--- config.mk ---
export PLATFORM = sky130hd
export DESIGN_NAME = l2_arbiter_flat
export DESIGN_NICKNAME = d
export VERILOG_FILES = /design/src/rtl/l2_arbiter_pkg.sv /design/src/rtl/l2_arbiter_if.sv /design/src/rtl/l2_arbiter_rr.sv /design/src/rtl/l2_arbiter.sv /design/src/flat_wrapper.sv
export SDC_FILE = /design/constraint.sdc
export NUM_CORES = 1
export LEC_CHECK = 0
export CORE_AREA = 10 10 527 529
export CTS_CLUSTER_DIAMETER = 200
export CTS_CLUSTER_SIZE = 40
export DETAILED_ROUTE_END_ITERATION = 12
export DIE_AREA = 0 0 537 539
export GPL_ROUTABILITY_DRIVEN = 0
export GPL_TIMING_DRIVEN = 0
export PLACE_DENSITY = 0.3
export SLEW_MARGIN = 20
export SYNTH_ARGS = -nofsm -noshare
export SYNTH_HDL_FRONTEND = slang
export SYNTH_SLANG_ARGS = --single-unit
--- constraint.sdc ---
create_clock -name clk -period 1.7 [get_ports clk]
set_clock_uncertainty 0.05 [all_clocks]
set_input_delay 0.34 -clock clk [delete_from_list [all_inputs] [get_ports clk]]
set_output_delay 0.34 -clock clk [all_outputs]
set_load 0.03 [all_outputs]
--- src/rtl/l2_arbiter_pkg.sv ---
// Shared types for the L2 arbiter: FSM states, requester identities and the
// cache-line container.
package l2_arb_pkg;

    localparam int L2_ADDR_W = 32;
    localparam int L2_LINE_W = 256;

    typedef enum logic [1:0] {
        IDLE,
        SERVE_I,
        SERVE_D
    } arb_state_t;

    typedef enum logic {
        REQ_I,
        REQ_D
    } requester_t;

    typedef logic [L2_LINE_W-1:0] line_t;

endpackage

--- src/rtl/l2_arbiter_if.sv ---
// Bundle of the L1-side miss streams and the L2 CPU-side port. The arbiter
// takes the master view; the L1 caches and L2 together form the slave view.
interface l2_arbiter_if #(
    parameter int ADDR_WIDTH = 32,
    parameter int LINE_WIDTH = 256
);

    logic                  i_read;
    logic [ADDR_WIDTH-1:0] i_address;
    logic [LINE_WIDTH-1:0] i_rdata;
    logic                  i_resp;

    logic                  d_read;
    logic                  d_write;
    logic [ADDR_WIDTH-1:0] d_address;
    logic [LINE_WIDTH-1:0] d_wdata;
    logic [LINE_WIDTH-1:0] d_rdata;
    logic                  d_resp;

    logic                  l2_read;
    logic                  l2_write;
    logic [ADDR_WIDTH-1:0] l2_address;
    logic [LINE_WIDTH-1:0] l2_wdata;
    logic [LINE_WIDTH-1:0] l2_rdata;
    logic                  l2_resp;

    modport master (
        input  i_read, i_address,
        input  d_read, d_write, d_address, d_wdata,
        input  l2_rdata, l2_resp,
        output i_rdata, i_resp,
        output d_rdata, d_resp,
        output l2_read, l2_write, l2_address, l2_wdata
    );

    modport slave (
        output i_read, i_address,
        output d_read, d_write, d_address, d_wdata,
        output l2_rdata, l2_resp,
        input  i_rdata, i_resp,
        input  d_rdata, d_resp,
        input  l2_read, l2_write, l2_address, l2_wdata
    );

endinterface

--- src/rtl/l2_arbiter_rr.sv ---
// Two-input round-robin picker. last_grant only moves when both streams
// contended, so an uncontested grant never costs the other stream its turn.
module rr_arbiter2
    import l2_arb_pkg::*;
(
    input  logic       clk,
    input  logic       rst,
    input  logic       req_i,
    input  logic       req_d,
    input  logic       grant_en,
    output logic       grant_valid,
    output requester_t grant_sel
);

    requester_t last_grant_q;
    requester_t last_grant_d;

    always_comb begin
        grant_valid  = req_i | req_d;
        grant_sel    = REQ_I;
        last_grant_d = last_grant_q;

        if (req_i && req_d) begin
            grant_sel = (last_grant_q == REQ_I) ? REQ_D : REQ_I;
            if (grant_en) begin
                last_grant_d = grant_sel;
            end
        end else if (req_d) begin
            grant_sel = REQ_D;
        end
    end

    always_ff @(posedge clk) begin
        if (rst) begin
            last_grant_q <= REQ_I;
        end else begin
            last_grant_q <= last_grant_d;
        end
    end

endmodule

--- src/rtl/l2_arbiter.sv ---
// Serialises I-cache and D-cache misses onto the single L2 port: grants one
// stream, holds its registered command until l2_resp, and routes the reply.
module l2_arbiter
    import l2_arb_pkg::*;
#(
    parameter int ADDR_WIDTH = 32,
    parameter int LINE_WIDTH = 256
) (
    input logic          clk,
    input logic          rst,
    l2_arbiter_if.master bus
);

    arb_state_t            state_q, state_d;
    logic [ADDR_WIDTH-1:0] cmd_addr_q, cmd_addr_d;
    logic [LINE_WIDTH-1:0] cmd_wdata_q, cmd_wdata_d;
    logic                  cmd_write_q, cmd_write_d;

    logic       req_d_any;
    logic       grant_en;
    logic       grant_valid;
    requester_t grant_sel;

    // A simultaneous d_read/d_write resolves to the write-back.
    assign req_d_any = bus.d_read | bus.d_write;

    rr_arbiter2 u_rr (
        .clk         (clk),
        .rst         (rst),
        .req_i       (bus.i_read),
        .req_d       (req_d_any),
        .grant_en    (grant_en),
        .grant_valid (grant_valid),
        .grant_sel   (grant_sel)
    );

    always_comb begin
        state_d     = state_q;
        cmd_addr_d  = cmd_addr_q;
        cmd_wdata_d = cmd_wdata_q;
        cmd_write_d = cmd_write_q;
        grant_en    = 1'b0;

        unique case (state_q)
            IDLE: begin
                if (grant_valid) begin
                    grant_en = 1'b1;
                    if (grant_sel == REQ_D) begin
                        cmd_addr_d  = bus.d_address;
                        cmd_wdata_d = bus.d_wdata;
                        cmd_write_d = bus.d_write;
                        state_d     = SERVE_D;
                    end else begin
                        cmd_addr_d  = bus.i_address;
                        cmd_write_d = 1'b0;
                        state_d     = SERVE_I;
                    end
                end
            end
            SERVE_I, SERVE_D: begin
                if (bus.l2_resp) begin
                    state_d = IDLE;
                end
            end
            default: begin
                state_d = IDLE;
            end
        endcase
    end

    always_ff @(posedge clk) begin
        if (rst) begin
            state_q     <= IDLE;
            cmd_addr_q  <= '0;
            cmd_wdata_q <= '0;
            cmd_write_q <= 1'b0;
        end else begin
            state_q     <= state_d;
            cmd_addr_q  <= cmd_addr_d;
            cmd_wdata_q <= cmd_wdata_d;
            cmd_write_q <= cmd_write_d;
        end
    end

    // Command comes only from the registers so it stays stable while the
    // requester is free to change its live inputs.
    assign bus.l2_read    = (state_q != IDLE) && !cmd_write_q;
    assign bus.l2_write   = (state_q != IDLE) &&  cmd_write_q;
    assign bus.l2_address = cmd_addr_q;
    assign bus.l2_wdata   = cmd_wdata_q;

    // A reset in the response cycle abandons the transaction, so no pulse.
    assign bus.i_resp  = (state_q == SERVE_I) && bus.l2_resp && !rst;
    assign bus.d_resp  = (state_q == SERVE_D) && bus.l2_resp && !rst;
    assign bus.i_rdata = bus.l2_rdata;
    assign bus.d_rdata = bus.l2_rdata;

endmodule

--- src/flat_wrapper.sv ---
// flat-port wrapper written by rule: the top's interface ports become plain ports
module l2_arbiter_flat import l2_arb_pkg::*;
#(
    parameter int ADDR_WIDTH = 32,
    parameter int LINE_WIDTH = 256
)
  (clk, rst, bus_i_read, bus_i_address, bus_d_read, bus_d_write, bus_d_address, bus_d_wdata, bus_l2_rdata, bus_l2_resp, bus_i_rdata, bus_i_resp, bus_d_rdata, bus_d_resp, bus_l2_read, bus_l2_write, bus_l2_address, bus_l2_wdata);
  l2_arbiter_if #(.ADDR_WIDTH(ADDR_WIDTH), .LINE_WIDTH(LINE_WIDTH)) bus_i ();
  input logic clk;
  input logic rst;
  input wire logic [$bits(bus_i.i_read)-1:0] bus_i_read;
  input wire logic [$bits(bus_i.i_address)-1:0] bus_i_address;
  input wire logic [$bits(bus_i.d_read)-1:0] bus_d_read;
  input wire logic [$bits(bus_i.d_write)-1:0] bus_d_write;
  input wire logic [$bits(bus_i.d_address)-1:0] bus_d_address;
  input wire logic [$bits(bus_i.d_wdata)-1:0] bus_d_wdata;
  input wire logic [$bits(bus_i.l2_rdata)-1:0] bus_l2_rdata;
  input wire logic [$bits(bus_i.l2_resp)-1:0] bus_l2_resp;
  output wire logic [$bits(bus_i.i_rdata)-1:0] bus_i_rdata;
  output wire logic [$bits(bus_i.i_resp)-1:0] bus_i_resp;
  output wire logic [$bits(bus_i.d_rdata)-1:0] bus_d_rdata;
  output wire logic [$bits(bus_i.d_resp)-1:0] bus_d_resp;
  output wire logic [$bits(bus_i.l2_read)-1:0] bus_l2_read;
  output wire logic [$bits(bus_i.l2_write)-1:0] bus_l2_write;
  output wire logic [$bits(bus_i.l2_address)-1:0] bus_l2_address;
  output wire logic [$bits(bus_i.l2_wdata)-1:0] bus_l2_wdata;
  assign bus_i.i_read = bus_i_read;
  assign bus_i.i_address = bus_i_address;
  assign bus_i.d_read = bus_d_read;
  assign bus_i.d_write = bus_d_write;
  assign bus_i.d_address = bus_d_address;
  assign bus_i.d_wdata = bus_d_wdata;
  assign bus_i.l2_rdata = bus_l2_rdata;
  assign bus_i.l2_resp = bus_l2_resp;
  assign bus_i_rdata = bus_i.i_rdata;
  assign bus_i_resp = bus_i.i_resp;
  assign bus_d_rdata = bus_i.d_rdata;
  assign bus_d_resp = bus_i.d_resp;
  assign bus_l2_read = bus_i.l2_read;
  assign bus_l2_write = bus_i.l2_write;
  assign bus_l2_address = bus_i.l2_address;
  assign bus_l2_wdata = bus_i.l2_wdata;
  l2_arbiter #(.ADDR_WIDTH(ADDR_WIDTH), .LINE_WIDTH(LINE_WIDTH)) u_core (.clk(clk), .rst(rst), .bus(bus_i));
endmodule
==> metrics.md, run 1 <==
| Metric | Value |
|---|---|
| Share of the synthesized area in the top cell type | `about two fifths` |
| Prevailing post-synth register cell | `dfxtp_1` |
| Asr flop ratio synth | `0%` |
| Crit Path Class | `reg2out` |
| Max incr delay on CP | `0.36 ns` |
| Final Slew Violations | `0` |
| Initial DRC count | `around 630` |
| Clock-pin slew on the worst setup and hold paths | `approximately 0.17 ns` |
| Post-synth EDFFs | `0` |
| Crit path time final | `between 2 and 2.5 ns` |
| Root Driver | `clkbuf_16` |
| Synth top cells by count | `516 x buf_4, 292 x dfxtp_1, 257 x a21oi_1, 257 x nand3_1, 179 x o21ai_0` |
| Sink Count | `a little under 300` |
| Worst-path fanout max | `7` |
| Critical path capture point type | `output pin` |
| Hold EP | `u_core.bus.l2_wdata[221]$_SDFFE_PP0P_` |
| Crit path DAT | `1.62 ns` |
| Number of H-tree levels | `1` |
| Warnings, synthesis | `0` |
| Cell taking the most area after synthesis | `dfxtp_1` |
| Syn Nets | `2475` |
| IO buf count | `1126` |
| Worst min path class | `in2reg` |
| R2R Path End | `u_core.bus.l2_wdata[29]$_SDFFE_PP0P_` |
| Initial DRT Pass Iterations | `5` |
| Skew-Pair Late Insertion Delay | `around 0.65 ns` |
| Total global routing overflow | `0` |
| Max Fclk | `approximately 0.5 GHz` |
| First-pass GRT wire length | `just over 200 mm` |
| Worst r2r path cells | `10` |
| Starting Density | `between 5 and 6%` |
| Area Growth Syn to Fin | `144%` |
| Leakage | `13.9 nW` |
| Synthesis-stage register bit count | `between 200 and 300` |
| GRT Overall Usage | `between 10% and 20%` |
| Cell row count | `190` |
| Crit start category | `flip-flop` |
| Hold Slack | `roughly 0.12 ns` |
| Largest net degree at the start of global routing | `approximately 40` |
| RSZ-0062 raised after global routing | `true` |
| Synth area leaders | `dfxtp_1 38%, buf_4 25%, a21oi_1 8.4%` |
| R2r startpoint | `u_core.state_q[1]$_SDFFE_PP0P_` |
| Most frequent cell after synthesis | `buf_4` |
| Slowest cell on crit path | `dfxtp_2` |
| Hold path start | `bus_d_wdata[221]` |
| Worst EP required | `between 1 and 1.5 ns` |
| Io pins | `1386` |
| Final count of negative-setup-slack endpoints | `approximately 270` |
| TritonCTS clock tree | `done` |
| Post-synthesis cell type count | `29` |
| Setup ws final | `-0.315 ns` |
| Reg2Reg Setup Slack | `-0.26 ns` |
| Max-Cap Viols | `0` |
| Setup Total Neg Slack | `-38.07 ns` |
| Number of global-route vias before repair | `between 15000 and 20000` |
| Fin. Hold Viols | `0` |
| Cell chain of the critical path | `inv_2 -> ha_4 -> nor2b_4 -> buf_6` |
| Die area | `about 290000 um2` |
| Mapped Avg Cell Area | `8.12 um2` |
| Netlist Area Pre-Place | `approximately 15000 um2` |
| Place WS | `-1.69 ns` |
| Post-Synthesis Cells | `between 1500 and 2000` |
| Post-route ant nets | `0` |
| P per Cell Area | `~900 nW/um2` |
| Die Height | `539 um` |
| DPL Wire Length | `~150 mm` |
| Non-Filler Instances | `slightly below 7000` |
| CP top delay family | `flip-flops` |
| Final period utilization | `119%` |
| WL per Instance | `25.4 um` |
| Num CTS Buffers | `19` |
| Violated checks | `negative setup slack` |
| # fillers | `around 30000` |
| # DRC | `0` |
| Post-layout nets | `around 3700` |
| Drt total wl | `between 150 and 200 mm` |
| Register area share after synthesis | `38.1%` |
| Die Wd | `between 500 and 600 um` |
| Slew @ Worst Pin | `slightly above 1 ns` |
| Hold Crit Depth | `3` |
| Status | `finished with violations` |
| Relative slew slack | `between 30% and 40%` |
| Via/cell ratio | `2.76` |
| CORE AREA | `~270000 um2` |
| CP bufs+invs | `2` |
| DP Cell Count | `~6600` |
| Initial antenna violation count | `43` |
| Worst vdd ir | `approximately 0.00072 V` |
| CTS Buffer Depth | `3` |
| Via count | `18600` |
| Share of cells above drive strength 1 | `roughly 55%` |
worst register-to-register path, stage by stage, from the launching register on:
cell and delay (ns):
dfxtp_2 0.35, inv_2 0.08, ha_4 0.22, o21a_4 0.17, buf_12 0.13, buf_8 0.16
buf_12 0.17, buf_8 0.18, buf_12 0.13, nand3_2 0.08, a21oi_2 0.16
placed cells by master, fill, tap and decap left out, types with 35 or more instances in the layout:
cell type / instances
clkbuf_16: 43
a21oi_2: 176
o21ai_0: 81
a21oi_1: 80
buf_8: 59
buf_6: 89
diode_2: 39
dfxtp_2: 132
nand3_4: 103
buf_2: 60
dfxtp_4: 35
nand2_1: 64
o21ai_2: 57
dfxtp_1: 125
clkbuf_4: 58
nand3_1: 47
o21ai_1: 109
buf_12: 60
nor2_1: 36
buf_4: 642
nand3_2: 107
clkdlybuf4s50_1: 825
registers in the layout, indices dropped and copies added, names as in the netlist:
name / flops
u_core.state_q: 2
u_core.bus.l2_wdata: 256
u_core.bus.l2_address: 32
u_core.u_rr.last_grant_q: 1
u_core.cmd_write_q: 1
timing repair:
item                                    4_1_cts  5_1_grt
gates resized for setup                     883     2248
gates cloned                                 18       20
hold buffers                                  1        0
setup buffers                                23       48
endpoints found under the setup margin      590      571
pin swaps                                    80      240
endpoints found under the hold margin         2        0
worst max-delay path by stage:
stage	start	slack (ns)	cells past startpoint	to
finish	u_core.state_q[1]$_SDFFE_PP0P_	-0.31	4	bus_l2_write
floorplan	u_core.state_q[0]$_SDFFE_PP0P_	0.20	3	bus_l2_write
CTS	u_core.state_q[1]$_SDFFE_PP0P_	-0.43	4	bus_i_resp
detailed placement	rst	-1.69	4	bus_i_resp
global route	u_core.state_q[0]$_SDFFE_PP0P_	-0.42	4	bus_l2_write
global placement	rst	-1.96	4	u_core.bus.l2_wdata[252]$_SDFFE_PP0P_
metrics by stage:
| step | util, % | cell area (um2) | power [W] |
|---|---|---|---|
| 2_1_floorplan | - | 15300 | 0.0155 |
| 3_3_place_gp | 11.6 | 31100 | 0.0230 |
| 3_5_place_dp | 11.6 | 31100 | 0.0229 |
| 4_1_cts | 12.5 | 33400 | 0.0309 |
| 5_1_grt | 14.0 | 37400 | 0.0356 |
| 6_report | 14.0 | 37400 | 0.0338 |
cell families after synthesis:
group,Yosys count,synth area share [%]
adders and majority gates,3,0.245
and+or+nand+nor,366,11.2
AOI/OAI and AO/OA,554,20.4
DFF,292,38.1
xor gates and xnor gates,1,0.0571
buffers and inverters,674,30.0
final cells by class:
type / instances / area [um2] / share of cell area, %
antenna: 39 / 97.6 / 0.261
buffer: 664 / 5180 / 13.9
clock buffer: 20 / 489 / 1.31
clock inverter: 13 / 288 / 0.769
inverter: 2 / 7.51 / 0.0201
multi-input combinational: 924 / 7780 / 20.8
sequential: 292 / 6140 / 16.4
tap: 3552 / 4440 / 11.9
timing repair buffer: 1229 / 13000 / 34.7
metal layers:
metal	GRT usage [%]	up-vias	wire length, um
met3	5.31	138	20800
met4	2.55	12	4530
met2	19.1	978	83900
met5	0	-	80
met1	11.3	8930	61800
li1	-	8512	-
power by group:
group          switching (W)  internal, W  total, W
combinational         0.0105      0.00827    0.0187
sequential          0.000852      0.00797   0.00882
clock                0.00384      0.00242   0.00625
Note: power is estimated with default switching activity, not from simulation.
==> run 2: changes to the inputs <==
- CTS_BUF_LIST: default -> sky130_fd_sc_hd__clkbuf_8 sky130_fd_sc_hd__clkbuf_16
==> results of run 2 <==
Final layout, timing and power as in run 1 (identical DEF).
==> run 3: changes to the inputs <==
- ABC_AREA: default -> 1
- CORE_AREA: 10 10 527 529 -> 10 10 524 526
- DIE_AREA: 0 0 537 539 -> 0 0 534 536
==> run 3 against run 2 <==
Against the previous run: the run still ends with negative setup slack left; core utilization shrank 2.0 points; design area fell by 15%; register-to-register slack is essentially flat; critical path type unchanged; largest cell class unchanged; highest routed layer unchanged.
==> metrics.md, run 3 <==
| Metric | Value |
|---|---|
| Via count | `17000 (-8.5%)` |
| Clock-pin slew on the worst setup and hold paths | `0.16 ns (about the same)` |
| Syn Nets | `2527 (+2.1%)` |
| P per Cell Area | `911 nW/um2 (+0.80%)` |
| Crit Path Class | `reg2out` |
| Die area | `286000 um2 (-1.1%)` |
| Max-Cap Viols | `0 (unchanged)` |
| Psw | `0.0133 W (-12%)` |
| Prevailing post-synth register cell | `dfxtp_1` |
| Fin area | `31800 um2 (-15%)` |
| Worst r2r path cells | `13 (+3)` |
| Crit path DAT | `1.64 ns (+0.02 ns)` |
| DP Cell Count | `6604 (+0.53%)` |
| IO buf count | `1129 (+0.27%)` |
| Sink Count | `292 (unchanged)` |
| Worst-path fanout max | `3 (-4)` |
| Most frequent cell after synthesis | `nor2_1` |
| Drt total wl | `192 mm (+12%)` |
| Io pins | `1386 (unchanged)` |
| First-pass GRT wire length | `231 mm (+12%)` |
| Skew-Pair Late Insertion Delay | `0.65 ns (about the same)` |
| Slew @ Worst Pin | `0.779 ns (-0.251 ns)` |
| Netlist Area Pre-Place | `14700 um2 (-4.2%)` |
| Max reg flops | `256 (unchanged)` |
| RSZ-0062 raised after global routing | `true` |
| Clk network pwr share | `18.3% (-0.2 points)` |
| Crit path time final | `2.03 ns (+0.0126 ns)` |
| Starting Density | `5.56% (-0.19 points)` |
| Synthesis-stage register bit count | `292 (unchanged)` |
| Via/cell ratio | `2.55 (-7.7%)` |
| Most common cell after layout, fill and taps aside | `clkdlybuf4s50_1` |
| DPL Wire Length | `176 mm (+20%)` |
| CTS Buffer Depth | `3 (unchanged)` |
| Asr flop ratio synth | `0% (unchanged)` |
| Synth area leaders | `dfxtp_1 40%, buf_4 27%, nor2_1 16%` |
| Leakage | `13.1 nW (-5.9%)` |
| Worst vdd ir | `0.000670 V (-7.5%)` |
| GRT Overall Usage | `12.6% (+1.8 points)` |
| Final count of negative-setup-slack endpoints | `346 (+28%)` |
| Die Wd | `534 um (-0.56%)` |
| Register area share after synthesis | `39.8% (+1.7 points)` |
| Internal power | `0.0157 W (-16%)` |
| Cell row count | `189 (-0.53%)` |
| Worst EP required | `1.31 ns (about the same)` |
| Warnings, synthesis | `0 (unchanged)` |
| Setup ws final | `-0.327 ns (-0.0126 ns)` |
| Root Driver | `clkbuf_16` |
| Max Fclk | `0.493 GHz (-0.62%)` |
| Hold Crit Depth | `3 (unchanged)` |
| Post-route ant nets | `0 (unchanged)` |
| Logic gate share of total power | `51.4% (-4.0 points)` |
| Synth top cells by count | `614 x nor2_1, 519 x buf_4, 292 x dfxtp_1` |
| Post-Synthesis Cells | `1942 (+2.8%)` |
| Status | `finished with violations` |
| Number of global-route vias before repair | `17400 (-7.9%)` |
| Die Height | `536 um (-0.56%)` |
| Initial antenna violation count | `83 (+93%)` |
| Non-Filler Instances | `6673 (-0.92%)` |
| Violated checks | `negative setup slack` |
| Initial DRT Pass Iterations | `5 (unchanged)` |
| CORE AREA | `264000 um2 (-1.1%)` |
| Number of H-tree levels | `1 (unchanged)` |
| Cell taking the most area after synthesis | `dfxtp_1` |
| Post-synthesis cell type count | `21 (-28%)` |
| # DRC | `0 (unchanged)` |
| Most frequent cells in the layout | `835 x clkdlybuf4s50_1, 578 x nor2_1, 569 x buf_4` |
| Initial DRC count | `732 (+16%)` |
| Total global routing overflow | `0 (unchanged)` |
| TritonCTS clock tree | `done` |
| Critical path capture point type | `output pin` |
| Area Growth Syn to Fin | `117%` |
| Placed cell area | `30400 um2 (-2.2%)` |
| Relative slew slack | `48.0% (+17 points)` |
| Share of the synthesized area in the top cell type | `39.8% (+1.7 points)` |
| Mapped Avg Cell Area | `7.56 um2 (-6.8%)` |
| Worst min path class | `in2reg` |
| Reg power frac | `30.3% (+4.2 points)` |
| WL per Instance | `28.8 um (+13%)` |
| Num CTS Buffers | `15 (-4)` |
| Crit start category | `flip-flop` |
| Share of cells above drive strength 1 | `31.3% (-24 points)` |
| Post-synth EDFFs | `0 (unchanged)` |
| Final Slew Violations | `0 (unchanged)` |
| Post-layout nets | `3704 (-0.35%)` |
| Switching share of power | `45.9% (+1.0 points)` |
| Fin. Hold Viols | `0 (unchanged)` |
| Final period utilization | `119% (+0.74 points)` |
| Largest net degree at the start of global routing | `41 (unchanged)` |
[run 3: changes by cell type in the layout (fill, tap and decap cells not counted), moves of 46 or more]
cell / before / now
nand3_1: 47 / 1
dfxtp_2: 132 / 42
dfxtp_1: 125 / 237
nor2_1: 36 / 578
a21oi_2: 176 / 0
a21oi_1: 80 / 4
nand3_2: 107 / 0
buf_4: 642 / 569
o21ai_2: 57 / 2
dlygate4sd2_1: 0 / 72
nand3_4: 103 / 0
o21ai_0: 81 / 179
[run 3: layout make-up]
| cell class | count | area, um2 |
|---|---|---|
| sequential | 292 | 5950 |
| multi-input combinational | 994 | 4430 |
| antenna | 13 | 32.5 |
| buffer | 612 | 4820 |
| inverter | 43 | 181 |
| fill | 30700 | 232000 |
| clock inverter | 10 | 226 |
| tap | 3533 | 4420 |
| timing repair inverter | 1 | 8.76 |
| clock buffer | 15 | 375 |
| timing repair buffer | 1160 | 11400 |
[run 3: layer usage]
metal	GRT usage [%]	up-vias	share of wire, %
li1	-	7892	-
met1	13.5	7949	37
met2	23.1	974	51
met3	5.96	155	11
met4	1.34	14	1.2
met5	0	-	0.046
[run 3: worst max-delay path: stages, from the launching register on]
cell and delay, ns:
dfxtp_4 0.41, buf_6 0.10, ha_4 0.12, nand2_4 0.05, nor2_4 0.12, buf_12 0.15
[run 3: worst paths after layout]
| check | from | end | slack, ns |
|---|---|---|---|
| setup / recovery | u_core.state_q[1]$_SDFFE_PP0P_ | bus_d_resp | -0.33 |
| hold / removal | bus_d_wdata[187] | u_core.bus.l2_wdata[187]$_SDFFE_PP0P_ | 0.20 |
| setup reg to reg | u_core.state_q[1]$_SDFFE_PP0P_ | u_core.bus.l2_address[7]$_SDFFE_PP0P_ | -0.26 |
| hold reg to reg | u_core.bus.l2_wdata[83]$_SDFFE_PP0P_ | u_core.bus.l2_wdata[83]$_SDFFE_PP0P_ | 0.46 |
[run 3: power by group through the flow]
stage	combinational (W)	sequential (W)	clock, W
final	0.0149	0.00879	0.00530
after global routing	0.0160	0.00894	0.00588
after global placement	0.0147	0.00880	0
after floorplan	0.00477	0.0108	0
after detailed placement	0.0146	0.00880	0
after CTS	0.0147	0.00874	0.00572
[run 3: stage by stage]
step / power (W) / util [%] / setup WS [ns] / hold WS, ns / setup TNS [ns]
global placement: 0.0235 / 11.5 / -1.85 / 0.419 / -362.83
global route: 0.0309 / 12.0 / -0.434 / 0.157 / -79.06
finish: 0.0290 / 12.0 / -0.327 / 0.202 / -37.46
CTS: 0.0291 / 11.8 / -0.445 / 0.121 / -116.11
floorplan: 0.0156 / - / 0.165 / 0.359 / 0
detailed placement: 0.0234 / 11.5 / -1.86 / 0.433 / -363.57
[run 3: cells by family after synthesis]
family,share of synthesized area (%)
DFF,39.8
AOI/OAI and AO/OA,10.0
buffers and inverters,31.9
and+or+nand+nor,18.1
adders and majority gates,0.256
[run 3: what timing repair did]
action,in CTS,in global routing
pin swaps,2,15
buffers inserted,7,19
endpoints found under the setup margin,586,505
endpoints found under the hold margin,0,0
cloned,3,3
hold buffers,0,0
gates resized for setup,874,766
